**src/rtl/pwm_fade_ctrl.sv**
```systemverilog
// Duty-cycle fade scheduler: walks each PWM channel's duty toward a commanded
// target and shares one register-write port across channels by round-robin.
module pwm_fade_ctrl #(
   parameter int  NUM_CHANNELS = 2,
   parameter int  INTERVAL_W   = 16,
   localparam int CHAN_W       = (NUM_CHANNELS > 1) ? $clog2(NUM_CHANNELS) : 1
) (
   input  logic                      clk,
   input  logic                      rst,
   input  logic                      cfg_valid,
   input  logic [CHAN_W-1:0]         cfg_chan,
   input  logic [31:0]               cfg_target,
   input  logic [31:0]               cfg_step,
   input  logic [INTERVAL_W-1:0]     cfg_interval,
   output logic                      cfg_ready,
   output logic [3*NUM_CHANNELS-1:0] pwm_wen,
   output logic [31:0]               pwm_wdata,
   output logic [NUM_CHANNELS-1:0]   busy,
   output logic [NUM_CHANNELS-1:0]   done
);

   logic [31:0]               cur_r      [NUM_CHANNELS];
   logic [31:0]               target_r   [NUM_CHANNELS];
   logic [31:0]               step_r     [NUM_CHANNELS];
   logic [INTERVAL_W-1:0]     interval_r [NUM_CHANNELS];
   logic [INTERVAL_W-1:0]     cnt_r      [NUM_CHANNELS];
   logic [NUM_CHANNELS-1:0]   pending_r;
   logic [CHAN_W-1:0]         rr_ptr_r;
   logic [3*NUM_CHANNELS-1:0] wen_r;
   logic [31:0]               wdata_r;
   logic [NUM_CHANNELS-1:0]   done_r;

   logic                      accept_s;
   logic [NUM_CHANNELS-1:0]   hit_s;
   logic [NUM_CHANNELS-1:0]   req_s;
   logic                      grant_valid_s;
   logic [CHAN_W-1:0]         grant_idx_s;
   logic [CHAN_W-1:0]         cand_s;
   logic [NUM_CHANNELS-1:0]   grant_oh_s;
   logic [31:0]               nxt_s;
   logic [3*NUM_CHANNELS-1:0] wen_s;
   logic [NUM_CHANNELS-1:0]   done_s;

   // Next duty value one step toward the target; the rising sum is kept in 33 bits
   function automatic logic [31:0] next_duty(input logic [31:0] cur,
                                             input logic [31:0] tgt,
                                             input logic [31:0] step);
      logic [32:0] sum;
      logic [31:0] res;
      sum = {1'b0, cur} + {1'b0, step};
      if (step == 32'd0) begin
         res = tgt;
      end else if (cur < tgt) begin
         res = (sum > {1'b0, tgt}) ? tgt : sum[31:0];
      end else if (cur > tgt) begin
         res = ((cur - tgt) <= step) ? tgt : (cur - step);
      end else begin
         res = tgt;
      end
      return res;
   endfunction

   // Channel index base+off, wrapped modulo NUM_CHANNELS
   function automatic logic [CHAN_W-1:0] wrap_idx(input logic [CHAN_W-1:0] base,
                                                  input int off);
      int sum;
      sum = int'(base) + off;
      if (sum >= NUM_CHANNELS) begin
         sum = sum - NUM_CHANNELS;
      end else begin
         sum = sum;
      end
      return CHAN_W'(sum);
   endfunction

   // Command decode; a channel being reconfigured this cycle is withheld from arbitration
   always_comb begin
      accept_s = cfg_valid && (32'(cfg_chan) < 32'(NUM_CHANNELS));
      hit_s    = {NUM_CHANNELS{1'b0}};
      req_s    = {NUM_CHANNELS{1'b0}};
      for (int ch = 0; ch < NUM_CHANNELS; ch++) begin
         hit_s[ch] = accept_s && (cfg_chan == CHAN_W'(ch));
         req_s[ch] = pending_r[ch] && !hit_s[ch];
      end
   end

   // Round-robin search; walking offsets downward lets the nearest request win
   always_comb begin
      grant_idx_s = {CHAN_W{1'b0}};
      cand_s      = {CHAN_W{1'b0}};
      for (int i = NUM_CHANNELS - 1; i >= 0; i--) begin
         cand_s      = wrap_idx(rr_ptr_r, i);
         grant_idx_s = req_s[cand_s] ? cand_s : grant_idx_s;
      end
      grant_valid_s = |req_s;
   end

   // Granted channel's next duty, write strobes and completion pulses
   always_comb begin
      nxt_s      = next_duty(cur_r[grant_idx_s], target_r[grant_idx_s], step_r[grant_idx_s]);
      grant_oh_s = {NUM_CHANNELS{1'b0}};
      wen_s      = {(3*NUM_CHANNELS){1'b0}};
      done_s     = {NUM_CHANNELS{1'b0}};
      for (int ch = 0; ch < NUM_CHANNELS; ch++) begin
         grant_oh_s[ch]    = grant_valid_s && (grant_idx_s == CHAN_W'(ch));
         wen_s[ch*3 +: 3]  = {1'b0, grant_oh_s[ch], 1'b0};
         done_s[ch]        = (hit_s[ch] && (cfg_target == cur_r[ch])) ||
                             (grant_oh_s[ch] && (nxt_s == target_r[ch]));
      end
   end

   // Per-channel fade state: command load, countdown and pending request
   always_ff @(posedge clk) begin
      if (rst) begin
         for (int ch = 0; ch < NUM_CHANNELS; ch++) begin
            cur_r[ch]      <= 32'd0;
            target_r[ch]   <= 32'd0;
            step_r[ch]     <= 32'd0;
            interval_r[ch] <= {INTERVAL_W{1'b0}};
            cnt_r[ch]      <= {INTERVAL_W{1'b0}};
            pending_r[ch]  <= 1'b0;
         end
      end else begin
         for (int ch = 0; ch < NUM_CHANNELS; ch++) begin
            if (hit_s[ch]) begin
               target_r[ch]   <= cfg_target;
               step_r[ch]     <= cfg_step;
               interval_r[ch] <= cfg_interval;
               cnt_r[ch]      <= cfg_interval;
               pending_r[ch]  <= 1'b0;
            end else begin
               if (grant_oh_s[ch]) begin
                  cur_r[ch] <= nxt_s;
               end else begin
                  cur_r[ch] <= cur_r[ch];
               end
               // An expiry on the grant edge re-arms against the freshly written duty
               if (cnt_r[ch] != {INTERVAL_W{1'b0}}) begin
                  cnt_r[ch]     <= cnt_r[ch] - INTERVAL_W'(1);
                  pending_r[ch] <= pending_r[ch] && !grant_oh_s[ch];
               end else if ((grant_oh_s[ch] ? nxt_s : cur_r[ch]) != target_r[ch]) begin
                  cnt_r[ch]     <= interval_r[ch];
                  pending_r[ch] <= 1'b1;
               end else begin
                  pending_r[ch] <= 1'b0;
               end
            end
         end
      end
   end

   // Arbiter pointer and registered write-port outputs
   always_ff @(posedge clk) begin
      if (rst) begin
         rr_ptr_r <= {CHAN_W{1'b0}};
         wen_r    <= {(3*NUM_CHANNELS){1'b0}};
         wdata_r  <= 32'd0;
         done_r   <= {NUM_CHANNELS{1'b0}};
      end else begin
         wen_r  <= wen_s;
         done_r <= done_s;
         if (grant_valid_s) begin
            rr_ptr_r <= wrap_idx(grant_idx_s, 1);
            wdata_r  <= nxt_s;
         end else begin
            rr_ptr_r <= rr_ptr_r;
            wdata_r  <= wdata_r;
         end
      end
   end

   // Busy reflects registered duty versus target
   always_comb begin
      busy = {NUM_CHANNELS{1'b0}};
      for (int ch = 0; ch < NUM_CHANNELS; ch++) begin
         busy[ch] = (cur_r[ch] != target_r[ch]);
      end
   end

   assign cfg_ready = !rst;
   assign pwm_wen   = wen_r;
   assign pwm_wdata = wdata_r;
   assign done      = done_r;

endmodule

```
**config.mk**
```make
export PLATFORM = sky130hd
export DESIGN_NAME = pwm_fade_ctrl
export DESIGN_NICKNAME = d
export VERILOG_FILES = /design/src/rtl/pwm_fade_ctrl.sv
export SDC_FILE = /design/constraint.sdc
export NUM_CORES = 1
export LEC_CHECK = 0
export CAP_MARGIN = 20
export CORE_UTILIZATION = 42
export CTS_CLUSTER_DIAMETER = 100
export DETAILED_ROUTE_END_ITERATION = 16
export SYNTH_ARGS = -nofsm -noshare
export SYNTH_HDL_FRONTEND = slang
export SYNTH_SLANG_ARGS = --single-unit
export TNS_END_PERCENT = 20
```
**constraint.sdc**
```tcl
create_clock -name clk -period 14.9 [get_ports clk]
set_clock_uncertainty 0.2 [all_clocks]
set_input_delay 2.98 -clock clk [delete_from_list [all_inputs] [get_ports clk]]
set_output_delay 2.98 -clock clk [all_outputs]
set_load 0.02 [all_outputs]
```
==> results of run 1 <==
## critical path: cells and delay by family
| kind | cells | cell delay, ns |
|---|---|---|
| buf+inv | 4 | 1.65 |
| compound gates | 17 | 5.28 |
| simple gates | 8 | 3.40 |
| fa+ha+maj | 2 | 0.81 |
| mux | 1 | 0.50 |
## layout by cell type (no fill, tap or decap), types with 8 or more instances in the layout
| cell | instances |
|---|---|
| o21ai_0 | 89 |
| nand4_1 | 60 |
| o211ai_1 | 24 |
| xor2_1 | 116 |
| buf_4 | 144 |
| a211oi_1 | 48 |
| ha_1 | 156 |
| clkdlybuf4s50_1 | 122 |
| or3_1 | 13 |
| o31a_1 | 10 |
| a21o_1 | 38 |
| a221o_1 | 23 |
| o21a_1 | 16 |
| or2_2 | 16 |
| clkbuf_16 | 35 |
| a21oi_1 | 187 |
| o31ai_1 | 16 |
| inv_1 | 125 |
| o22ai_1 | 15 |
| a221oi_1 | 8 |
| xnor2_1 | 168 |
| and3_1 | 16 |
| or4_1 | 13 |
| dfxtp_1 | 39 |
| and2_1 | 93 |
| a2111oi_0 | 14 |
| nand3_1 | 47 |
| nor2_1 | 242 |
| nand2_1 | 228 |
| nor2b_1 | 43 |
| nor3_1 | 65 |
| clkbuf_1 | 8 |
| mux2i_1 | 78 |
| o21bai_1 | 13 |
| nor4_1 | 66 |
| o2111ai_1 | 8 |
| nand2b_1 | 19 |
| a31oi_1 | 15 |
| edfxtp_1 | 256 |
## logic make-up (layout without fill, tap and decap cells)
kind of cell               count (synthesis)  count (layout)  synth area share [%]
and+or+nand+nor                          967             967                 20.08
AOI/OAI and AO/OA                        640             640                 18.38
DFF                                      295             295                 34.88
xor gates and xnor gates                 284             284                 10.24
buffers and inverters                    263             462                 4.344
adders and majority gates                166             166                 8.575
muxes                                     84              84                 3.494
other                                      1               5               0.01544
## what timing repair did
item	4_1_cts	5_1_grt
resized for setup	0	2
endpoints found under the hold margin	0	0
endpoints found under the setup margin	0	17
## state kept, by name (all words and copies together), names as in the netlist
name / flops
done: 2
rr_ptr_r: 1
cnt_r: 32
step_r: 64
pending_r: 2
interval_r: 32
pwm_wdata: 32
pwm_wen: 2
target_r: 64
cur_r: 64
## area by class of cell
type,instances,area [um2],share of cell area (%)
Multi-Input combinational cell,2145,14870,52.56
Tap cell,756,945.9,3.345
Timing Repair Buffer,273,2425,8.574
Antenna cell,1,2.502,0.008848
Clock buffer,45,933.4,3.300
Inverter,127,476.7,1.686
Sequential cell,295,8468,29.94
Clock inverter,17,163.9,0.5796
## how the worst max path moves through the flow
stage / slack (ns) / from / end / cells after the start
final: 0.40 / cfg_valid / cnt_r[1][4] / 32
after CTS: 0.49 / cfg_valid / cnt_r[1][4] / 32
after detailed placement: -0.04 / cfg_valid / cnt_r[1][6] / 32
after floorplan: 1.41 / cfg_valid / cnt_r[1][10] / 47
after global routing: 0.02 / cfg_valid / cnt_r[1][4] / 32
after global placement: 0.18 / cfg_valid / cnt_r[1][5] / 34
## layer usage
layer	vias up	GRT usage [%]	routed length [um]
li1	10301	-	-
met1	11332	49.32	47150
met2	1011	57.04	48610
met3	183	6.204	8074
met4	0	13.53	4311
met5	-	0	0
## per-stage QoR
| step | cells | util [%] | worst slack, ns |
|---|---|---|---|
| final | 3659 | 49.87 | 0.4040 |
| after detailed placement | 3595 | 47.89 | -0.03887 |
| after floorplan | 2703 | - | 1.414 |
| after global routing | 3659 | 49.87 | 0.01956 |
| after CTS | 3657 | 49.82 | 0.4905 |
| after global placement | 3594 | 47.86 | 0.1784 |
==> impl_metrics.env, run 1 <==
export IMPL_end_kind="flip-flop"
export IMPL_hpwl_um=86760
export IMPL_rr_endpoint="cnt_r[1][4]"
export IMPL_rows=87
export IMPL_start_util_pct=42.81
export IMPL_ant_nets=0
export IMPL_post_dp_cell_area_um2=27160
export IMPL_hold_buffers=0
export IMPL_synth_edf_count=256
export IMPL_die_x_um=242.4
export IMPL_hold_violations=0
export IMPL_min_delay_start="pwm_wdata[20]"
export IMPL_cp_required_ns=15.12
export IMPL_fin_crit_sh_pct=97.29
export IMPL_grt_max_degree=86
export IMPL_synth_area_um2=24280
export IMPL_slowest_stage="o21ai_0"
export IMPL_synthToLayoutAreaGrowth_pct=16.47
export IMPL_whs_endpoint="pwm_wdata[20]"
export IMPL_synth_most_common_cell="edfxtp_1"
export IMPL_core_area_um2=56710
export IMPL_ios=127
export IMPL_wirelength_um=108100
export IMPL_seq_area_frac_synth_pct=34.88
export IMPL_viasPerCell=6.239
export IMPL_cp_max_fo=39
export IMPL_die_area_um2=58780
export IMPL_clockBufferDepth=3
export IMPL_vias=22827
export IMPL_clkTransAtPathRegs_ns=0.06
export IMPL_portBuffers=122
export IMPL_rrSetupSlack_ns=3.06
export IMPL_setup_viol=0
export IMPL_critPathKind="input port to flip-flop"
export IMPL_root_buffer="clkbuf_16"
export IMPL_tightest_slew_ns=1.200
export IMPL_rsz0062_at_grt="false"
export IMPL_synthTopCellsByCount="edfxtp_1, nor2_1, nand2_1"
export IMPL_clk_latency_ns=0.58
export IMPL_status="complete, no violations"
export IMPL_synth_top_area_share_pct=31.66
export IMPL_fmax_mhz=68.98
export IMPL_cts_made_buffers=35
export IMPL_maxCapViolCount=0
export IMPL_period_minus_slack_ns=14.50
export IMPL_antenna_found_initial=3
export IMPL_async_flop_share_pct=0
export IMPL_firstDrtPassIters=5
export IMPL_holdWs_ns=0.2644
export IMPL_place_gp_congestion=1.023
export IMPL_synth_area_top_cells="edfxtp_1, ha_1, xnor2_1, xor2_1, a21oi_1"
export IMPL_synthDistinctLibCells=105
export IMPL_hold_depth=2
export IMPL_worst_r2r_path_depth=31
export IMPL_clock_sinks=295
export IMPL_route_detailed_drc=0
export IMPL_cts_tree="built"
export IMPL_ys_warn_count=0
export IMPL_grt_pass1_vias=22030
export IMPL_post_drt_wl_per_cell_um=29.55
export IMPL_finalSetupTns_ns=0
export IMPL_drt_iter0_drc=2483
export IMPL_die_y_um=242.4
export IMPL_track_usage_pct=36.14
export IMPL_synth_top_cell_by_area="edfxtp_1"
export IMPL_worst_ep_arrival_time_ns=14.72
export IMPL_post_cts_repair_setup_buffers=0
export IMPL_synth_avg_cell_area_um2=8.993
export IMPL_slew_viol_final=0
export IMPL_r2r_start="pending_r[0]"
export IMPL_htree_levels=2
export IMPL_grt_overflow=0
export IMPL_maxSlewHeadroom_pct=19.27
export IMPL_n_fill_cell=5450
export IMPL_cp_start_kind="input port"
export IMPL_grt_pass1_wl_um=155700
export IMPL_hold_class="flip-flop to flip-flop"
export IMPL_synthCells=2700
export IMPL_fin_area_um2=28280
export IMPL_synth_ff_type="edfxtp_1"
export IMPL_slowest_delay_ns=0.70
export IMPL_synth_seq_cells=295
export IMPL_nets=3120
export IMPL_layout_drive_gt1_share_pct=9.683
Power of run 1 is left out: the tool's default activity adds up to more than one toggle a clock period on the data nets, which glitch-free logic cannot reach.
==> run 2: changes to the inputs <==
ABC_CLOCK_PERIOD_IN_PS = 14900   (was unset)
MAX_ROUTING_LAYER = met4   (was unset)
==> impl_metrics.env, run 2 (synthesis results as in run 1) <==
export IMPL_fin_crit_sh_pct=98.04
export IMPL_period_minus_slack_ns=14.61
export IMPL_cp_required_ns=15.01
export IMPL_whs_endpoint="pwm_wdata[10]"
export IMPL_r2r_start="pending_r[0]"
export IMPL_hold_violations=0
export IMPL_setup_viol=0
export IMPL_rows=87
export IMPL_hold_depth=2
export IMPL_slowest_delay_ns=0.89
export IMPL_clkTransAtPathRegs_ns=0.06
export IMPL_setup_ws_ns=0.2921
export IMPL_final_cell_mix="edfxtp_1, nor2_1, nand2_1"
export IMPL_portBuffers=122
export IMPL_wirelength_um=109000
export IMPL_layout_drive_gt1_share_pct=9.745
export IMPL_maxCapViolCount=0
export IMPL_place_inst=3598
export IMPL_die_x_um=242.4
export IMPL_min_delay_start="pwm_wdata[10]"
export IMPL_rrSetupSlack_ns=2.92
export IMPL_core_area_um2=56710
export IMPL_hold_class="flip-flop to flip-flop"
export IMPL_cts_tree="built"
export IMPL_hold_buffers=0
export IMPL_track_usage_pct=37.53
export IMPL_antenna_found_initial=5
export IMPL_vias=22866
export IMPL_grt_overflow=0
export IMPL_fmax_mhz=68.46
export IMPL_grt_pass1_wl_um=155800
export IMPL_slowest_stage="a2111oi_1"
export IMPL_ios=127
export IMPL_mostFrequentLayoutCell="edfxtp_1"
export IMPL_cts_made_buffers=34
export IMPL_n_fill_cell=5447
export IMPL_die_area_um2=58780
export IMPL_grt_max_degree=48
export IMPL_htree_levels=2
export IMPL_viasPerCell=6.241
export IMPL_holdWs_ns=0.2634
export IMPL_status="complete, no violations"
export IMPL_instances_no_fill=3664
export IMPL_post_drt_wl_per_cell_um=29.75
export IMPL_end_kind="flip-flop"
export IMPL_top_regs="cur_r: 64 flops, step_r: 64 flops, target_r: 64 flops"
export IMPL_slew_viol_final=0
export IMPL_place_gp_congestion=1.053
export IMPL_clock_sinks=295
export IMPL_critPathKind="input port to flip-flop"
export IMPL_worst_ep_arrival_time_ns=14.71
export IMPL_drt_iter0_drc=2612
export IMPL_maxSlewHeadroom_pct=18.58
export IMPL_grt_pass1_vias=21968
export IMPL_cp_max_fo=39
export IMPL_cp_start_kind="input port"
export IMPL_ant_nets=0
export IMPL_rr_endpoint="cnt_r[1][9]"
export IMPL_nets=3124
export IMPL_clk_latency_ns=0.57
export IMPL_worst_r2r_path_depth=32
export IMPL_rsz0062_at_grt="false"
export IMPL_route_detailed_drc=0
export IMPL_tightest_slew_ns=1.187
export IMPL_root_buffer="clkbuf_16"
export IMPL_post_dp_cell_area_um2=27150
export IMPL_pre_cts_slack_ns=-0.5448
export IMPL_synthToLayoutAreaGrowth_pct=16.51
export IMPL_die_y_um=242.4
export IMPL_hpwl_um=87720
export IMPL_fin_area_um2=28290
export IMPL_clockBufferDepth=3
export IMPL_cpMostUsedCell="buf_4"
export IMPL_start_util_pct=42.81
export IMPL_firstDrtPassIters=6
==> run 2: cell count changes in the layout (fill, tap and decap cells not counted), moves of 2 or more <==
cell	change
buf_4	+5
clkinv_4	-3
clkbuf_8	-2
clkinvlp_4	-2
inv_8	+2
diode_2	+3
==> run 2: through the flow <==
step	util (%)	TNS, ns
4_1_cts	49.79	0
3_3_place_gp	47.87	-6.216
2_1_floorplan	-	0
5_1_grt	49.88	0
6_report	49.88	0
3_5_place_dp	47.88	-12.28
==> run 2: repair_timing <==
action | CTS | global route
pin swaps | 0 | 1
buffers inserted | 0 | 1
setup endpoints to repair | 12 | 32
resized for setup | 1 | 3
==> run 2: worst max path at each step <==
stage	startpoint	endpoint	slack (ns)	cells past startpoint
3_3_place_gp	cfg_valid	cnt_r[1][5]	-0.35	32
6_report	cfg_valid	cnt_r[1][9]	0.29	33
5_1_grt	cfg_valid	cnt_r[1][12]	0.05	33
2_1_floorplan	cfg_valid	cnt_r[1][10]	1.41	47
4_1_cts	cfg_valid	cnt_r[1][11]	0.19	32
3_5_place_dp	cfg_valid	cnt_r[1][14]	-0.54	32
==> run 2: metal layers <==
metal	part of all wire [%]	GRT usage, %
met2	45	56.75
met4	4.7	15.97
met3	7.6	5.716
met1	43	49.79
met5	0	-
==> run 2: critical path, delay by kind of cell <==
kind,cells,cell delay [ns]
buffers and inverters,5,1.79
muxes,2,0.66
AOI/OAI and AO/OA,11,4.39
xor gates and xnor gates,2,1.14
adders and majority gates,2,0.66
and+or+nand+nor,11,2.98
==> run 2: area by class of cell <==
cell class                      count  area, um2  share of cell area, %
Timing Repair Buffer              278       2452                  8.669
Multi-Input combinational cell   2145      14860                  52.53
Tap cell                          756      945.9                  3.344
Clock buffer                       42      880.8                  3.114
Clock inverter                     17      196.4                 0.6944
Inverter                          127      476.7                  1.685
Antenna cell                        4      10.01                0.03538
Sequential cell                   295       8468                  29.93
Power of run 2 is left out for the same reason.
==> run 3: changes to the inputs <==
SETUP_SLACK_MARGIN = 0.5   (was unset)
==> impl_metrics.env, run 3 (synthesis results as in run 1) <==
export IMPL_status="complete, no violations"
export IMPL_portBuffers=122
export IMPL_fin_crit_sh_pct=95.34
export IMPL_grt_overflow=0
export IMPL_vias=22865
export IMPL_mostFrequentLayoutCell="edfxtp_1"
export IMPL_critPathKind="input port to flip-flop"
export IMPL_worst_ep_arrival_time_ns=14.31
export IMPL_antenna_found_initial=5
export IMPL_fmax_mhz=70.40
export IMPL_use_met3_pct=5.716
export IMPL_rrSetupSlack_ns=3.36
export IMPL_critPathLaunch="cfg_valid"
export IMPL_slowest_stage="xnor2_1"
export IMPL_layout_drive_gt1_share_pct=9.883
export IMPL_viasPerCell=6.240
export IMPL_hold_violations=0
export IMPL_die_y_um=242.4
export IMPL_clkTransAtPathRegs_ns=0.06
export IMPL_cp_max_fo=21
export IMPL_drt_iter0_drc=2567
export IMPL_worstSetupEndpoint="cnt_r[1][9]"
export IMPL_fin_area_um2=28330
export IMPL_cts_made_buffers=34
export IMPL_final_cell_mix="edfxtp_1, nor2_1, nand2_1"
export IMPL_ant_nets=0
export IMPL_end_kind="flip-flop"
export IMPL_pre_cts_slack_ns=-0.5448
export IMPL_core_area_um2=56710
export IMPL_post_drt_wl_per_cell_um=29.76
export IMPL_tightest_slew_ns=1.180
export IMPL_period_minus_slack_ns=14.21
export IMPL_rows=87
export IMPL_hold_depth=2
export IMPL_maxSlewHeadroom_pct=19.07
export IMPL_grt_max_degree=48
export IMPL_rr_endpoint="cnt_r[1][9]"
export IMPL_grt_busiest_layer="met2"
export IMPL_hold_class="flip-flop to flip-flop"
export IMPL_cts_tree="built"
export IMPL_cp_required_ns=15.01
export IMPL_r2r_start="pending_r[1]"
export IMPL_grt_pass1_vias=21968
export IMPL_root_buffer="clkbuf_16"
export IMPL_die_area_um2=58780
export IMPL_wirelength_um=109100
export IMPL_slowest_delay_ns=0.77
export IMPL_maxCapViolCount=0
export IMPL_place_gp_congestion=1.053
export IMPL_post_dp_cell_area_um2=27150
export IMPL_htree_levels=2
export IMPL_nets=3124
export IMPL_worst_r2r_path_depth=36
export IMPL_clockBufferDepth=3
export IMPL_hpwl_um=87720
export IMPL_firstDrtPassIters=6
export IMPL_min_delay_start="pwm_wdata[10]"
export IMPL_grt_use_met1_pct=49.79
export IMPL_final_util_pct=49.95
export IMPL_clock_sinks=295
export IMPL_slew_viol_final=0
export IMPL_top_regs="cur_r: 64 flops, step_r: 64 flops, target_r: 64 flops"
export IMPL_setup_ws_ns=0.6950
export IMPL_ios=127
export IMPL_die_x_um=242.4
export IMPL_setup_viol=0
export IMPL_synthToLayoutAreaGrowth_pct=16.66
export IMPL_gr_usage_met2_pct=56.75
export IMPL_finalSetupTns_ns=0
export IMPL_rsz0062_at_grt="false"
export IMPL_track_usage_pct=37.53
export IMPL_route_detailed_drc=0
export IMPL_clk_latency_ns=0.57
export IMPL_grt_pass1_wl_um=155800
export IMPL_start_util_pct=42.81
export IMPL_cpMostUsedCell="buf_4"
export IMPL_cp_start_kind="input port"
-- run 3: cell type report --
type	instances	area (um2)
fillers	5445	28390
diodes	4	10.01
flip-flops and latches	295	8468
inverters	127	476.7
clock buffers	42	880.8
repair buffers	278	2456
well taps	756	945.9
clock inverters	17	196.4
multi-input cells	2145	14890
-- run 3: worst min-delay path by stage --
stage | endpoint | slack (ns)
after global placement | pwm_wdata[10] | 0.25
after global routing | pwm_wdata[20] | 0.29
after CTS | pwm_wdata[27] | 0.26
after detailed placement | pwm_wdata[27] | 0.26
final | pwm_wdata[10] | 0.26
after floorplan | rr_ptr_r | 0.27
-- run 3: metrics by stage --
step | std cells | hold slack [ns]
finish | 3664 | 0.2634
global route | 3664 | 0.2875
CTS | 3657 | 0.2638
detailed placement | 3598 | 0.2552
global placement | 3597 | 0.2484
floorplan | 2703 | 0.2720
-- run 3: routing by layer --
layer / up-vias / share of wire, %
li1: 10290 / -
met1: 11213 / 43
met5: - / 0
met3: 226 / 7.8
met4: 0 / 4.6
met2: 1136 / 45
-- run 3: timing repair --
| action | CTS | global route |
|---|---|---|
| resized for setup | 4 | 8 |
| endpoints found under the setup margin | 33 | 67 |
| hold buffers | 0 | 0 |
| setup buffers | 0 | 1 |
| pin swaps | 0 | 1 |
-- run 3: worst max-delay path: cells and delay by family --
kind,cells,cell delay [ns]
XOR/XNOR,2,1.15
AND/OR/NAND/NOR,14,3.89
adder cells (fa/ha/maj),2,0.69
buffers and inverters,7,2.16
AO/OA/AOI/OAI,11,3.18
multiplexers,1,0.20
Power of run 3 is left out for the same reason.
